### src/rtl/pdm_modulator.sv
// Purpose: first-order sigma-delta PDM modulator with linear interpolation between successive samples.
// Latency: a sample accepted in frame n ramps during frame n+1; the first PDM bit appears one edge after entering RUN.
// Backpressure: a one-entry buffer; in_ready drops while it is full and rises again when a frame boundary consumes it.
module pdm_modulator #(
  parameter int WIDTH  = 8,
  parameter int INTERP = 32
) (
  input  logic             clk,
  input  logic             rst,
  input  logic             en,
  input  logic [WIDTH-1:0] sample_in,
  input  logic             in_valid,
  output logic             in_ready,
  output logic             pdm_out,
  output logic             frame_tick,
  output logic             busy,
  output logic             underrun
);

  localparam int L  = $clog2(INTERP);
  localparam int VW = WIDTH + L;

  typedef enum logic {IDLE, RUN} state_t;

  state_t                  state_q, state_d;
  logic [WIDTH-1:0]        buf_q, buf_d;
  logic                    buf_full_q, buf_full_d;
  logic [WIDTH-1:0]        s_cur_q, s_cur_d;
  logic [VW-1:0]           v_q, v_d;
  logic signed [WIDTH:0]   delta_q, delta_d;
  logic [VW-1:0]           sd_acc_q, sd_acc_d;
  logic [L-1:0]            cnt_q, cnt_d;
  logic                    pdm_q, pdm_d;
  logic                    underrun_q, underrun_d;

  // Datapath helpers: the accumulator carry-out is the PDM bit, since both operands are below 2^VW.
  logic [VW:0]             sum;
  logic [VW-1:0]           delta_ext;
  logic signed [WIDTH:0]   delta_new;
  logic                    last;

  assign sum       = {1'b0, sd_acc_q} + {1'b0, v_q};
  assign delta_ext = VW'(delta_q);
  assign delta_new = $signed({1'b0, buf_q}) - $signed({1'b0, s_cur_q});
  assign last      = (cnt_q == L'(INTERP - 1));

  assign in_ready   = !buf_full_q;
  assign busy       = (state_q == RUN);
  assign frame_tick = busy && last;
  assign pdm_out    = pdm_q;
  assign underrun   = underrun_q;

  // Next-state logic: buffer fill, IDLE/RUN control, sigma-delta step and frame-boundary reload.
  always_comb begin
    state_d    = state_q;
    buf_d      = buf_q;
    buf_full_d = buf_full_q;
    s_cur_d    = s_cur_q;
    v_d        = v_q;
    delta_d    = delta_q;
    sd_acc_d   = sd_acc_q;
    cnt_d      = cnt_q;
    pdm_d      = pdm_q;
    underrun_d = underrun_q;

    // Acceptance only happens while the buffer is empty, so it never collides with consumption below.
    if (in_valid && !buf_full_q) begin
      buf_d      = sample_in;
      buf_full_d = 1'b1;
    end

    unique case (state_q)
      IDLE: begin
        pdm_d    = 1'b0;
        cnt_d    = '0;
        sd_acc_d = '0;
        if (en && buf_full_q) begin
          state_d    = RUN;
          s_cur_d    = buf_q;
          v_d        = {buf_q, {L{1'b0}}};
          delta_d    = '0;
          buf_full_d = 1'b0;
        end
      end
      RUN: begin
        if (!en) begin
          // Disable wins over a coincident boundary: no reload, buffer kept for the restart.
          state_d  = IDLE;
          pdm_d    = 1'b0;
          sd_acc_d = '0;
          cnt_d    = '0;
          delta_d  = '0;
        end else begin
          pdm_d    = sum[VW];
          sd_acc_d = sum[VW-1:0];
          v_d      = v_q + delta_ext;
          cnt_d    = cnt_q + L'(1);
          if (last) begin
            // Restart the ramp at the old sample so the next frame slides toward the new one.
            v_d = {s_cur_q, {L{1'b0}}};
            if (buf_full_q) begin
              delta_d    = delta_new;
              s_cur_d    = buf_q;
              buf_full_d = 1'b0;
            end else begin
              delta_d    = '0;
              underrun_d = 1'b1;
            end
          end
        end
      end
      default: state_d = IDLE;
    endcase
  end

  // State register with synchronous reset that also discards any buffered sample.
  always_ff @(posedge clk) begin
    if (rst) begin
      state_q    <= IDLE;
      buf_q      <= '0;
      buf_full_q <= 1'b0;
      s_cur_q    <= '0;
      v_q        <= '0;
      delta_q    <= '0;
      sd_acc_q   <= '0;
      cnt_q      <= '0;
      pdm_q      <= 1'b0;
      underrun_q <= 1'b0;
    end else begin
      state_q    <= state_d;
      buf_q      <= buf_d;
      buf_full_q <= buf_full_d;
      s_cur_q    <= s_cur_d;
      v_q        <= v_d;
      delta_q    <= delta_d;
      sd_acc_q   <= sd_acc_d;
      cnt_q      <= cnt_d;
      pdm_q      <= pdm_d;
      underrun_q <= underrun_d;
    end
  end

endmodule

### config.mk
export PLATFORM = sky130hd
export DESIGN_NAME = pdm_modulator
export DESIGN_NICKNAME = d
export VERILOG_FILES = /design/src/rtl/pdm_modulator.sv
export SDC_FILE = /design/constraint.sdc
export NUM_CORES = 1
export LEC_CHECK = 0
export BUFFER_PORTS_ARGS = -buffer_cell sky130_fd_sc_hd__buf_2
export CAP_MARGIN = 40
export CORE_MARGIN = 5
export CORE_UTILIZATION = 62
export CTS_CLUSTER_SIZE = 12
export DETAILED_ROUTE_END_ITERATION = 10
export PLACE_DENSITY_LB_ADDON = 0.05
export SLEW_MARGIN = 20
export SYNTH_ARGS = -nofsm -noshare
export SYNTH_HDL_FRONTEND = slang
export SYNTH_SLANG_ARGS = --single-unit
### constraint.sdc
create_clock -name clk -period 6.2 [get_ports clk]
set_clock_uncertainty 0.1 [all_clocks]
set_input_delay 0.31 -clock clk [delete_from_list [all_inputs] [get_ports clk]]
set_output_delay 0.31 -clock clk [all_outputs]
set_load 0.02 [all_outputs]
**Yosys cells after proc, flatten, opt, wreduce, memory -nomap -nowiden**

Cells that the tools add are included.
Widths: inputs -> output; s select.

- RAM bits: 0
- Output and inout bits: 5
- Bits in registers: 60
- Latch bits: 0
- Bits in read-only memories: 0
- Word-level logic and storage cells: 59
- Bits of input ports: 12
- Memories: 0

- Reductions and logical operators: 8
- Multipliers: 0
- $lt $le $gt $ge: 0
- $add $sub $neg: 4
- Bitwise logic cells: 2
- Shift-type cells: 0
- Muxes and demuxes: 29
- Divide/modulo/power cells: 0
- Eq/ne operators: 6

Operator list:

| kind | count |
|---|---|
| $mux 13 | 4 |
| $pmux 13 s2 | 2 |
| $mux 9 | 4 |
| $mux 8 | 4 |
| $pmux 9 s2 | 1 |
| $pmux 8 s2 | 1 |
| $add 13x13->14 | 1 |
| $add 13x13->13 | 1 |
| $pmux 5 s2 | 1 |
| $sub 8x8->9 | 1 |
| $mux 1 | 8 |
| $reduce_and 4->1 | 2 |
| $pmux 1 s2 | 3 |
| $add 5x1->5 const B | 1 |
| $eq 5x5->1 const B | 1 |
| $mux 5 | 1 |
| $ne 2x1->1 const B | 2 |
| $ne 2x2->1 const B | 2 |
| $reduce_and 2->1 | 2 |
| $logic_and 1x1->1 | 3 |
| $ne 3x2->1 const B | 1 |
| $not 1->1 | 2 |
| $logic_not 1->1 | 1 |

**Depth between registers and ports, before layout**

Gate-level depths: netlist of run 1.

- Depth after elaboration: 7
- Gate-level depth with buffers: 11
- Gate-level depth less buffers: 11

**Worst setup path before layout of run 1**

No wires, ideal clock.

- Path type: flip-flop to flip-flop
- Start point: register v_q[1]
- End point: register v_q[7]
- Library setup time: 0.132 ns
- Required time: 5.968 ns
- Arrival time: 1.861 ns
- Stages on the path, launching flop included: 9
- Path slack: 4.107 ns
- Cell sequence: dfxtp_1 > ha_1 > a21o_1 > o21ba_1 > o21a_1 > o41a_1 > or2_0 > a31oi_1 > nor3_1

- Word-level cells in the longest chain between the ends: 4

Ends and longest elaborated chain:

| what | RTL line | source |
|---|---|---|
| from (decl) | 29 | `logic [VW-1:0] v_q, v_d;` |
| from (signal assigned) | 134 | `v_q <= v_d;` |
| $add 13x13->13 | 96 | `v_d = v_q + delta_ext;` |
| $mux 13 | 98 | `if (last) begin` |
| $mux 13 | 86 | `if (!en) begin` |
| $pmux 13 s2 | 72 | `unique case (state_q)` |

No other way between the ends. The select of a mux whose other input is x is not followed.
A chain may end at the register's enable or synchronous reset.

**Worst setup path after layout of run 1**

- Start point: register cnt_q[0]
- End point: output frame_tick

- Word-level cells in the longest chain between the ends: 2

Ends and longest elaborated chain:

| what | RTL line | source |
|---|---|---|
| from (decl) | 32 | `logic [L-1:0] cnt_q, cnt_d;` |
| from (signal assigned) | 137 | `cnt_q <= cnt_d;` |
| $eq 5x5->1 | 45 | `assign last = (cnt_q == L'(INTERP - 1));` |
| $logic_and 1x1->1 | 49 | `assign frame_tick = busy && last;` |
| to (decl) | 15 | `output logic frame_tick,` |

No other way between the ends.

==> out/metrics.cfg, run 1 <==
[run_status]
status = complete, no violations

[cts]
cts_setup_buffers = 0
numCtsBuffers = 9
postCtsResizedCells = 0
h-tree-depth = 3
hold_buffers = 0
cts_tree = yes
clkLatencyLatePin_ns = 0.34
path_clk_slew_ns = 0.06
cts.sinks = 60
clock-root-buffer = clkbuf_8
clockBufferDepth = 2

[yosys]
synth_top_cell_by_area = dfxtp_1
ys_types = 47
syn_nets = 472
synth_area_mm2 = 0.00350
async_reset_ff_frac = 0
synth_edf_count = 0
yosysWarnings = 0
avgSynthCellArea_um2 = 8.28
yosysSeqAreaShare = 0.344
synth_seq_cells = 60
ys.flop_type = dfxtp_1
yosys.area.top_type_share = 0.344
synth_cells = 422
synth.area.top_cells = dfxtp_1 (34%), ha_1 (13%), nor2_1 (6.7%)

[floorplan]
die-area_mm2 = 0.00724
num_rows = 27
ios = 17
core_area_mm2 = 0.00551
die_y_um = 85.1
initial_utilization = 0.635
die_width_um = 85.1

[sta]
fmax_mhz = 401
tightest_slew_ns = 0.812
rsz0062_at_grt = false
min_period_ns = 2.49
worst_slack_ns = 3.71
final_max_slew_viol_count = 0
slew_headroom = 0.455
timing.setup.tns_ns = 0
fin_crit_sh = 0.402
finalSetupViolCount = 0
hold_viol = 0

[placed_design]
pre_cts_ws_ns = 3.78
port_buffers = 16
dpl.hpwl_um = 5810
gp_congestion = 0.888

[grt]
grt_overflow = 0
track_usage = 0.233
first_global_vias = 2883
grt_pass1_wl_um = 13500
grt_max_degree = 45
antenna_found_initial = 0

[setup_path]
cp-end-kind = primary output
worst_setup_path_start_kind = register
cp_common_cell = ha_1
slowest_stage = ha_1
arrival_ns = 2.08
crit_fanout = 14
crit_chain = ha_1, and3_1, ha_1, and2_1, buf_2
slowest_delay_ns = 0.47
crit_required_ns = 5.79
path_class = reg2out
path_buf_inv = 1
crit_family = adder cells

[detailed_routing]
wl_um = 7880
wl_per_cell_um = 15.5
drtPass1Iterations = 5
vias = 2979
drtIter0Drc = 252
drc_errors = 0
via_per_inst = 5.85
ant_nets = 0

[layout]
diodes = 0
fillers = 490
final_common_cell = nor2_1
multiInputGateArea_mm2 = 0.00216
drive_above_1_share = 0.0778
syn2layout_area_growth_pct = 7.80
most-common-layout-cells = nor2_1 (62), dfxtp_1 (60), nand2_1 (37)
nNetsFinal = 484
regArea_mm2 = 0.00120

[power]
power_density_mw_per_mm2 = 212
peakVddDrop_mv = 0.190
p_leak_nw = 1.60

[worst_hold_path]
hold_path_class = in2reg

[job]
drv_cap = 0

metrics by stage:
step	power, mW	cells	util	instance area, um2	hold slack, ns
5_1_grt	0.830	509	0.684	3770	0.119
2_1_floorplan	0.482	422	-	3500	0.318
4_1_cts	0.800	509	0.684	3770	0.0985
6_report	0.797	509	0.684	3770	0.0992
3_5_place_dp	0.505	495	0.656	3610	0.339
3_3_place_gp	0.503	494	0.655	3600	0.330
metal layers:
layer	up-vias	part of all wire	GRT usage
met1	1381	0.48	0.320
met2	85	0.45	0.363
met5	-	0	0
li1	1498	-	-
met4	0	0.022	0.0964
met3	15	0.047	0.0388
logic make-up after synthesis:
| group | count (synthesis) | share of synthesized area |
|---|---|---|
| buf+inv | 36 | 0.0390 |
| xor+xnor | 23 | 0.0576 |
| flops | 60 | 0.344 |
| compound gates | 98 | 0.186 |
| simple gates | 159 | 0.208 |
| mux | 8 | 0.0229 |
| fa+ha+maj | 38 | 0.142 |
state kept, by name, indices dropped and copies added, names as in the netlist:
register / flops
underrun: 1
pdm_out: 1
sd_acc_q: 13
delta_q: 9
s_cur_q: 8
cnt_q: 5
busy: 1
buf_full_q: 1
v_q: 13
buf_q: 8
path summary, 6_finish.rpt:
path           startpoint         end  slack, ns  cells after the start
min          sample_in[3]    buf_q[3]        0.1                      3
max reg2reg      cnt_q[0]  s_cur_q[0]       3.76                      7
max              cnt_q[0]  frame_tick       3.71                      5
min reg2reg      cnt_q[0]    cnt_q[0]       0.35                      1
Yosys cell counts (3+ instances only):
library cell,count
a211oi_1,4
a21o_1,7
a21oi_1,31
a22oi_1,10
a31oi_1,7
and2_1,4
clkbuf_1,15
dfxtp_1,60
fa_1,3
ha_1,35
inv_1,20
mux2i_1,8
nand2_1,37
nand2b_1,8
nand3_1,9
nand4_1,6
nor2_1,62
nor2b_1,8
nor3_1,14
o211ai_1,3
o21a_1,6
o21ai_0,8
o21ai_1,5
o21bai_1,4
xnor2_1,11
xor2_1,12
power by group:
part           internal (mW)  switching (mW)
Combinational         0.0378          0.0555
Sequential             0.394          0.0113
Clock                  0.149           0.149
Total                  0.581           0.216
worst min-delay path: cells and delay by family:
| kind | cells | cell delay [ns] |
|---|---|---|
| multiplexers | 1 | 0.05 |
| buffers and inverters | 1 | 0.07 |
| AND/OR/NAND/NOR | 1 | 0.07 |
layout make-up:
type | count | area share
repair buffers | 17 | 0.0232
multi-input cells | 326 | 0.573
clock inverters | 3 | 0.00398
clock buffers | 11 | 0.0375
inverters | 20 | 0.0199
well taps | 72 | 0.0239
flip-flops and latches | 60 | 0.319
No activity file was read; power rests on OpenSTA's default activity.
==> run 2, diff against run 1 <==
CORE_UTILIZATION = 61   (was 62)
clock period = 2.5 ns   (was 6.2 ns; I/O delays follow)
==> run 2 against run 1 <==
  * Design area grew 4.5%
  * Clock power grew to 2.6 times the previous value
  * Combinational power grew to 2.7 times the previous value
  * Critical path depth grew 5
  * Utilization grew 2.7 points
  * Final cell count grew 3.5%
  * Via count grew 1.3%
  * Critical endpoint is now v_q[12]
  * Largest cell class unchanged
==> out/metrics.cfg, run 2 (synthesis results as in run 1) <==
[cts]
clockBufferDepth = 2  ; unchanged
cts_setup_buffers = 0  ; unchanged
path_clk_slew_ns = 0.07  ; about the same
clock-root-buffer = clkbuf_8
cts.sinks = 60  ; unchanged
cts_tree = yes
numCtsBuffers = 9  ; unchanged
h-tree-depth = 3  ; unchanged
clkLatencyLatePin_ns = 0.33  ; about the same

[grt]
antenna_found_initial = 0  ; unchanged
first_global_vias = 2960  ; +2.7%
track_usage = 0.240  ; +0.00636
grt_max_degree = 30  ; -33%
grt_pass1_wl_um = 14000  ; +3.8%
grt_overflow = 0  ; unchanged

[sta]
finalSetupViolCount = 0  ; unchanged
fmax_mhz = 434
timing.setup.tns_ns = 0  ; unchanged
final_max_slew_viol_count = 0  ; unchanged
fin_crit_sh = 0.922
tightest_slew_ns = 0.677  ; -0.135 ns
hold_viol = 0  ; unchanged
slew_headroom = 0.546  ; +0.0908
rsz0062_at_grt = false
min_period_ns = 2.30

[placed_design]
port_buffers = 16  ; unchanged
gp_congestion = 0.866  ; -2.4%
dpl.hpwl_um = 5980  ; +3.0%
post-place-cells = 503  ; +1.6%

[detailed_routing]
drtPass1Iterations = 4  ; -1
via_per_inst = 5.72  ; -2.2%
wl_um = 8050  ; +2.2%
vias = 3017  ; +1.3%
wl_per_cell_um = 15.3  ; -1.3%
drtIter0Drc = 208  ; -17%
drc_errors = 0  ; unchanged
ant_nets = 0  ; unchanged

[setup_path]
cp-end-kind = register
crit_fanout = 3  ; -11
crit_required_ns = 2.67  ; -3.12 ns
path_class = reg2reg
arrival_ns = 2.47  ; +0.39 ns
worst_setup_path_start_kind = register

[power]
p_leak_nw = 1.68  ; +5.1%
switchingPower_mw = 0.537  ; +150%
p_int_mw = 1.49  ; +160%
power_density_mw_per_mm2 = 516  ; +140%
power_frac_comb = 0.124  ; +0.007
seqPwrFrac = 0.494  ; -0.014
peakVddDrop_mv = 0.337  ; +77%
p_sw_frac = 0.265  ; -0.00638
clockPowerShare = 0.382  ; +0.008

[layout]
nNetsFinal = 501  ; +3.5%
fillers = 479  ; -2.2%
diodes = 0  ; unchanged
most-common-layout-cells = nor2_1 (62), dfxtp_1 (60), nand2_1 (37)
final_core_util = 0.711  ; +0.0265
final_common_cell = nor2_1
drive_above_1_share = 0.0967  ; +0.0189
syn2layout_area_growth_pct = 12.7
reg_top3 = sd_acc_q: 13 flops, v_q: 13 flops, delta_q: 9 flops
instances_no_fill = 527  ; +3.5%

[worst_hold_path]
hold_path_class = in2reg

[run_status]
status = complete, no violations

[floorplan]
core_area_mm2 = 0.00554  ; +0.61%
initial_utilization = 0.631  ; -0.00387
die_width_um = 85.7  ; +0.72%
ios = 17  ; unchanged
die-area_mm2 = 0.00734  ; +1.4%
num_rows = 27  ; unchanged
die_y_um = 85.7  ; +0.72%

[job]
drv_cap = 0  ; unchanged

## run 2: worst paths after layout
kind / startpoint / endpoint / slack, ns / depth (start not counted)
worst max-delay path: v_q[0] / v_q[12] / 0.20 / 10
worst min-delay path: en / underrun / 0.07 / 3
worst max register to register: v_q[0] / v_q[12] / 0.20 / 10
worst min register to register: cnt_q[0] / cnt_q[0] / 0.35 / 1
## run 2: worst max-delay path: stages, from the launching register on
cell       delay (ns)
dfxtp_1          0.36
ha_1             0.18
inv_1            0.06
fa_1             0.38
nand2b_1         0.20
a21o_1           0.22
a21oi_1          0.15
nor3_1           0.08
xor2_1           0.16
o31ai_1          0.22
o2bb2ai_1        0.14
## run 2: per-layer routing
metal | GRT usage | vias up | routed length (um)
li1 | - | 1532 | -
met1 | 0.328 | 1409 | 3960
met2 | 0.369 | 63 | 3610
met3 | 0.0557 | 13 | 343
met4 | 0.0863 | 0 | 136
met5 | 0 | - | 0
## run 2: layout make-up
cell class / instances / area, um2 / share of cell area
inverter: 20 / 75.1 / 0.0191
timing repair buffer: 34 / 238 / 0.0604
multi-input combinational: 326 / 2170 / 0.550
sequential: 60 / 1200 / 0.305
tap: 72 / 90.1 / 0.0229
clock inverter: 2 / 10.0 / 0.00254
clock buffer: 13 / 159 / 0.0403
## run 2: through the flow
| step | setup slack (ns) | instance area (um2) | power, mW | hold WS [ns] |
|---|---|---|---|---|
| finish | 0.196 | 3940 | 2.03 | 0.0691 |
| floorplan | 0.407 | 3500 | 1.19 | 0.164 |
| CTS | 0.160 | 3930 | 2.04 | 0.0536 |
| global placement | 0.205 | 3670 | 1.26 | 0.246 |
| detailed placement | 0.190 | 3670 | 1.26 | 0.266 |
| global route | 0.0184 | 3940 | 2.14 | 0.112 |
## run 2: timing repair
action	4_1_cts	5_1_grt
endpoints found under the hold margin	9	0
resized for setup	0	2
hold buffers	9	0
endpoints found under the setup margin	0	4
## run 2: power groups by stage
stage | Clock (mW) | Combinational [mW] | Sequential (mW)
4_1_cts | 0.788 | 0.250 | 1.00
2_1_floorplan | 0 | 0.180 | 1.01
3_3_place_gp | 0 | 0.232 | 1.02
6_report | 0.775 | 0.252 | 1.00
5_1_grt | 0.850 | 0.280 | 1.01
3_5_place_dp | 0 | 0.237 | 1.02
==> run 3, diff against run 2 <==
ABC_AREA = 1   (was default)
CORE_UTILIZATION = 62   (was 61)
SETUP_SLACK_MARGIN = 0.5   (was default)
==> run 3 against run 2 <==
  * Sequential cell count stayed put
  * Critical path depth is 3 lower
  * Via count is 20% higher
  * Setup slack better by 0.37 ns
  * Global-route usage is 3.3 points higher
  * Synthesized cell count is 29% higher
  * Critical endpoint is now frame_tick
  * Highest routed layer unchanged
==> out/metrics.cfg, run 3 <==
[setup_path]
path_class = reg2out
crit_family = flip-flops
crit_required_ns = 2.28  ; -0.39 ns
cp-end-kind = primary output
crit_chain = ha_1, nand2_1, nor2_2, ha_4, nand2_2, clkinv_4, buf_2
crit_fanout = 10  ; +7
worst_setup_path_start_kind = register
slowest_delay_ns = 0.37  ; about the same
path_buf_inv = 2  ; +1
slowest_stage = dfxtp_1
arrival_ns = 1.71  ; -0.76 ns

[sta]
fin_crit_sh = 0.774  ; -0.147
hold_viol = 0  ; unchanged
min_period_ns = 1.94  ; -0.368 ns
timing.setup.tns_ns = 0  ; unchanged
finalSetupViolCount = 0  ; unchanged
worst_slack_ns = 0.564  ; +0.368 ns
fmax_mhz = 516  ; +19%
rsz0062_at_grt = true
final_max_slew_viol_count = 0  ; unchanged
tightest_slew_ns = 0.708  ; +0.0315 ns
slew_headroom = 0.527  ; -0.0185

[yosys]
synth_common_cells = nand2_1 (124), inv_1 (76), dfxtp_1 (60)
synth_cells = 543  ; +29%
synth_area_mm2 = 0.00376  ; +7.5%
synth_seq_cells = 60  ; unchanged
synth_top_cell_by_area = dfxtp_1
synth_most_common_cell = nand2_1
ys.flop_type = dfxtp_1
async_reset_ff_frac = 0  ; unchanged
yosysSeqAreaShare = 0.320  ; -0.0240
avgSynthCellArea_um2 = 6.92  ; -16%
synth_edf_count = 0  ; unchanged
yosysWarnings = 0  ; unchanged
yosys.area.top_type_share = 0.320  ; -0.0240
ys_types = 36  ; -23%
syn_nets = 593  ; +26%
synth.area.top_cells = dfxtp_1 (32%), nand2_1 (12%), ha_1 (12%)

[floorplan]
die_y_um = 87.9  ; +2.5%
initial_utilization = 0.635  ; +0.00384
die-area_mm2 = 0.00772  ; +5.1%
num_rows = 28  ; +3.7%
die_width_um = 87.9  ; +2.5%
core_area_mm2 = 0.00592  ; +6.9%
ios = 17  ; unchanged

[grt]
met3_usage = 0.0583  ; +0.00261
met2_usage = 0.465  ; +0.0964
grt_pass1_wl_um = 16300  ; +16%
busiest_layer = met2
grt_overflow = 0  ; unchanged
antenna_found_initial = 0  ; unchanged
grt_max_degree = 28  ; -6.7%
grt_use_met1 = 0.328  ; about the same
track_usage = 0.273  ; +0.0335
first_global_vias = 3585  ; +21%

[cts]
numCtsBuffers = 9  ; unchanged
clockBufferDepth = 2  ; unchanged
cts_tree = yes
clkLatencyLatePin_ns = 0.36  ; +0.03 ns
h-tree-depth = 3  ; unchanged
path_clk_slew_ns = 0.08  ; about the same
cts.sinks = 60  ; unchanged
clock-root-buffer = clkbuf_8

[layout]
syn2layout_area_growth_pct = 15.2
fillers = 492  ; +2.7%
nNetsFinal = 626  ; +25%
most-common-layout-cells = nand2_1 (124), inv_1 (75), a21oi_1 (59)
final_common_cell = nand2_1
final_core_util = 0.731  ; +0.0205
instances_no_fill = 656  ; +24%
drive_above_1_share = 0.103  ; +0.00657
diodes = 0  ; unchanged
reg_top3 = sd_acc_q: 13 flops, v_q: 13 flops, delta_q: 9 flops

[placed_design]
pre_cts_ws_ns = 0.460  ; +0.270 ns
post-place-cells = 628  ; +25%
dpl.hpwl_um = 7040  ; +18%
port_buffers = 16  ; unchanged
gp_congestion = 0.929  ; +7.3%

[job]
drv_cap = 0  ; unchanged

[power]
p_leak_nw = 2.02  ; +21%
power_density_mw_per_mm2 = 561  ; +8.9%
peakVddDrop_mv = 0.402  ; +19%

[worst_hold_path]
hold_path_class = in2reg

[detailed_routing]
via_per_inst = 5.54  ; -3.3%
drtPass1Iterations = 5  ; +1
wl_per_cell_um = 14.4  ; -5.4%
drc_errors = 0  ; unchanged
ant_nets = 0  ; unchanged
wl_um = 9480  ; +18%
vias = 3632  ; +20%
drtIter0Drc = 276  ; +33%

[run_status]
status = complete, no violations

-- run 3: cell count changes in the layout (fill, tap and decap cells not counted), sizes merged, moves of 10 or more --
cell | before | now
nand2 | 38 | 125
inv | 20 | 81
nand3 | 9 | 43
a21oi | 31 | 60
o21ai | 13 | 35
nor3 | 14 | 3
a22oi | 10 | 0
nor2 | 62 | 52
xnor2 | 11 | 1
-- run 3: metal layers --
metal  wire length (um)  up-vias  share of wire
li1                   -     1869              -
met1               4190     1626           0.44
met2               4540      104           0.48
met3                416       33          0.044
met4                329        0          0.035
met5                  0        -              0
-- run 3: timing repair --
action,CTS,global route
gates resized for setup,3,15
hold buffers,10,0
buffers inserted,2,0
setup endpoints to repair,18,16
pin swaps,1,1
endpoints found under the hold margin,10,0
-- run 3: layout make-up --
type                       instances  area [um2]  area share
multi-input combinational        395        2270       0.524
sequential                        60        1200       0.278
inverter                          81         312      0.0719
timing repair buffer              29         203      0.0468
clock buffer                       9         124      0.0286
clock inverter                     7         124      0.0286
tap                               75        93.8      0.0217
-- run 3: path summary, 6_finish.rpt --
path	end	startpoint	depth (start not counted)	slack, ns
setup / recovery	frame_tick	cnt_q[0]	7	0.56
hold / removal	underrun	rst	2	0.06
setup reg to reg	delta_q[6]	cnt_q[0]	10	0.63
hold reg to reg	cnt_q[0]	cnt_q[0]	1	0.37
-- run 3: cell families after synthesis --
logic type	synth area share
buffers and inverters	0.0905
AOI/OAI and AO/OA	0.167
xor gates and xnor gates	0.0117
DFF	0.320
muxes	0.00266
and+or+nand+nor	0.276
adders and majority gates	0.132
-- run 3: per-stage QoR --
| stage | instance area [um2] | total power [mW] | hold WS (ns) |
|---|---|---|---|
| 2_1_floorplan | 3760 | 1.25 | 0.189 |
| 3_3_place_gp | 3900 | 1.32 | 0.276 |
| 3_5_place_dp | 3900 | 1.33 | 0.284 |
| 4_1_cts | 4280 | 2.43 | 0.0501 |
| 5_1_grt | 4330 | 2.53 | 0.0863 |
| 6_report | 4330 | 2.43 | 0.0583 |
-- run 3: power breakdown --
part / total [mW] / internal (mW) / switching [mW]
sequential: 1.02 / 0.987 / 0.0357
combinational: 0.308 / 0.117 / 0.190
clock: 1.10 / 0.668 / 0.431
total: 2.43 / 1.77 / 0.657
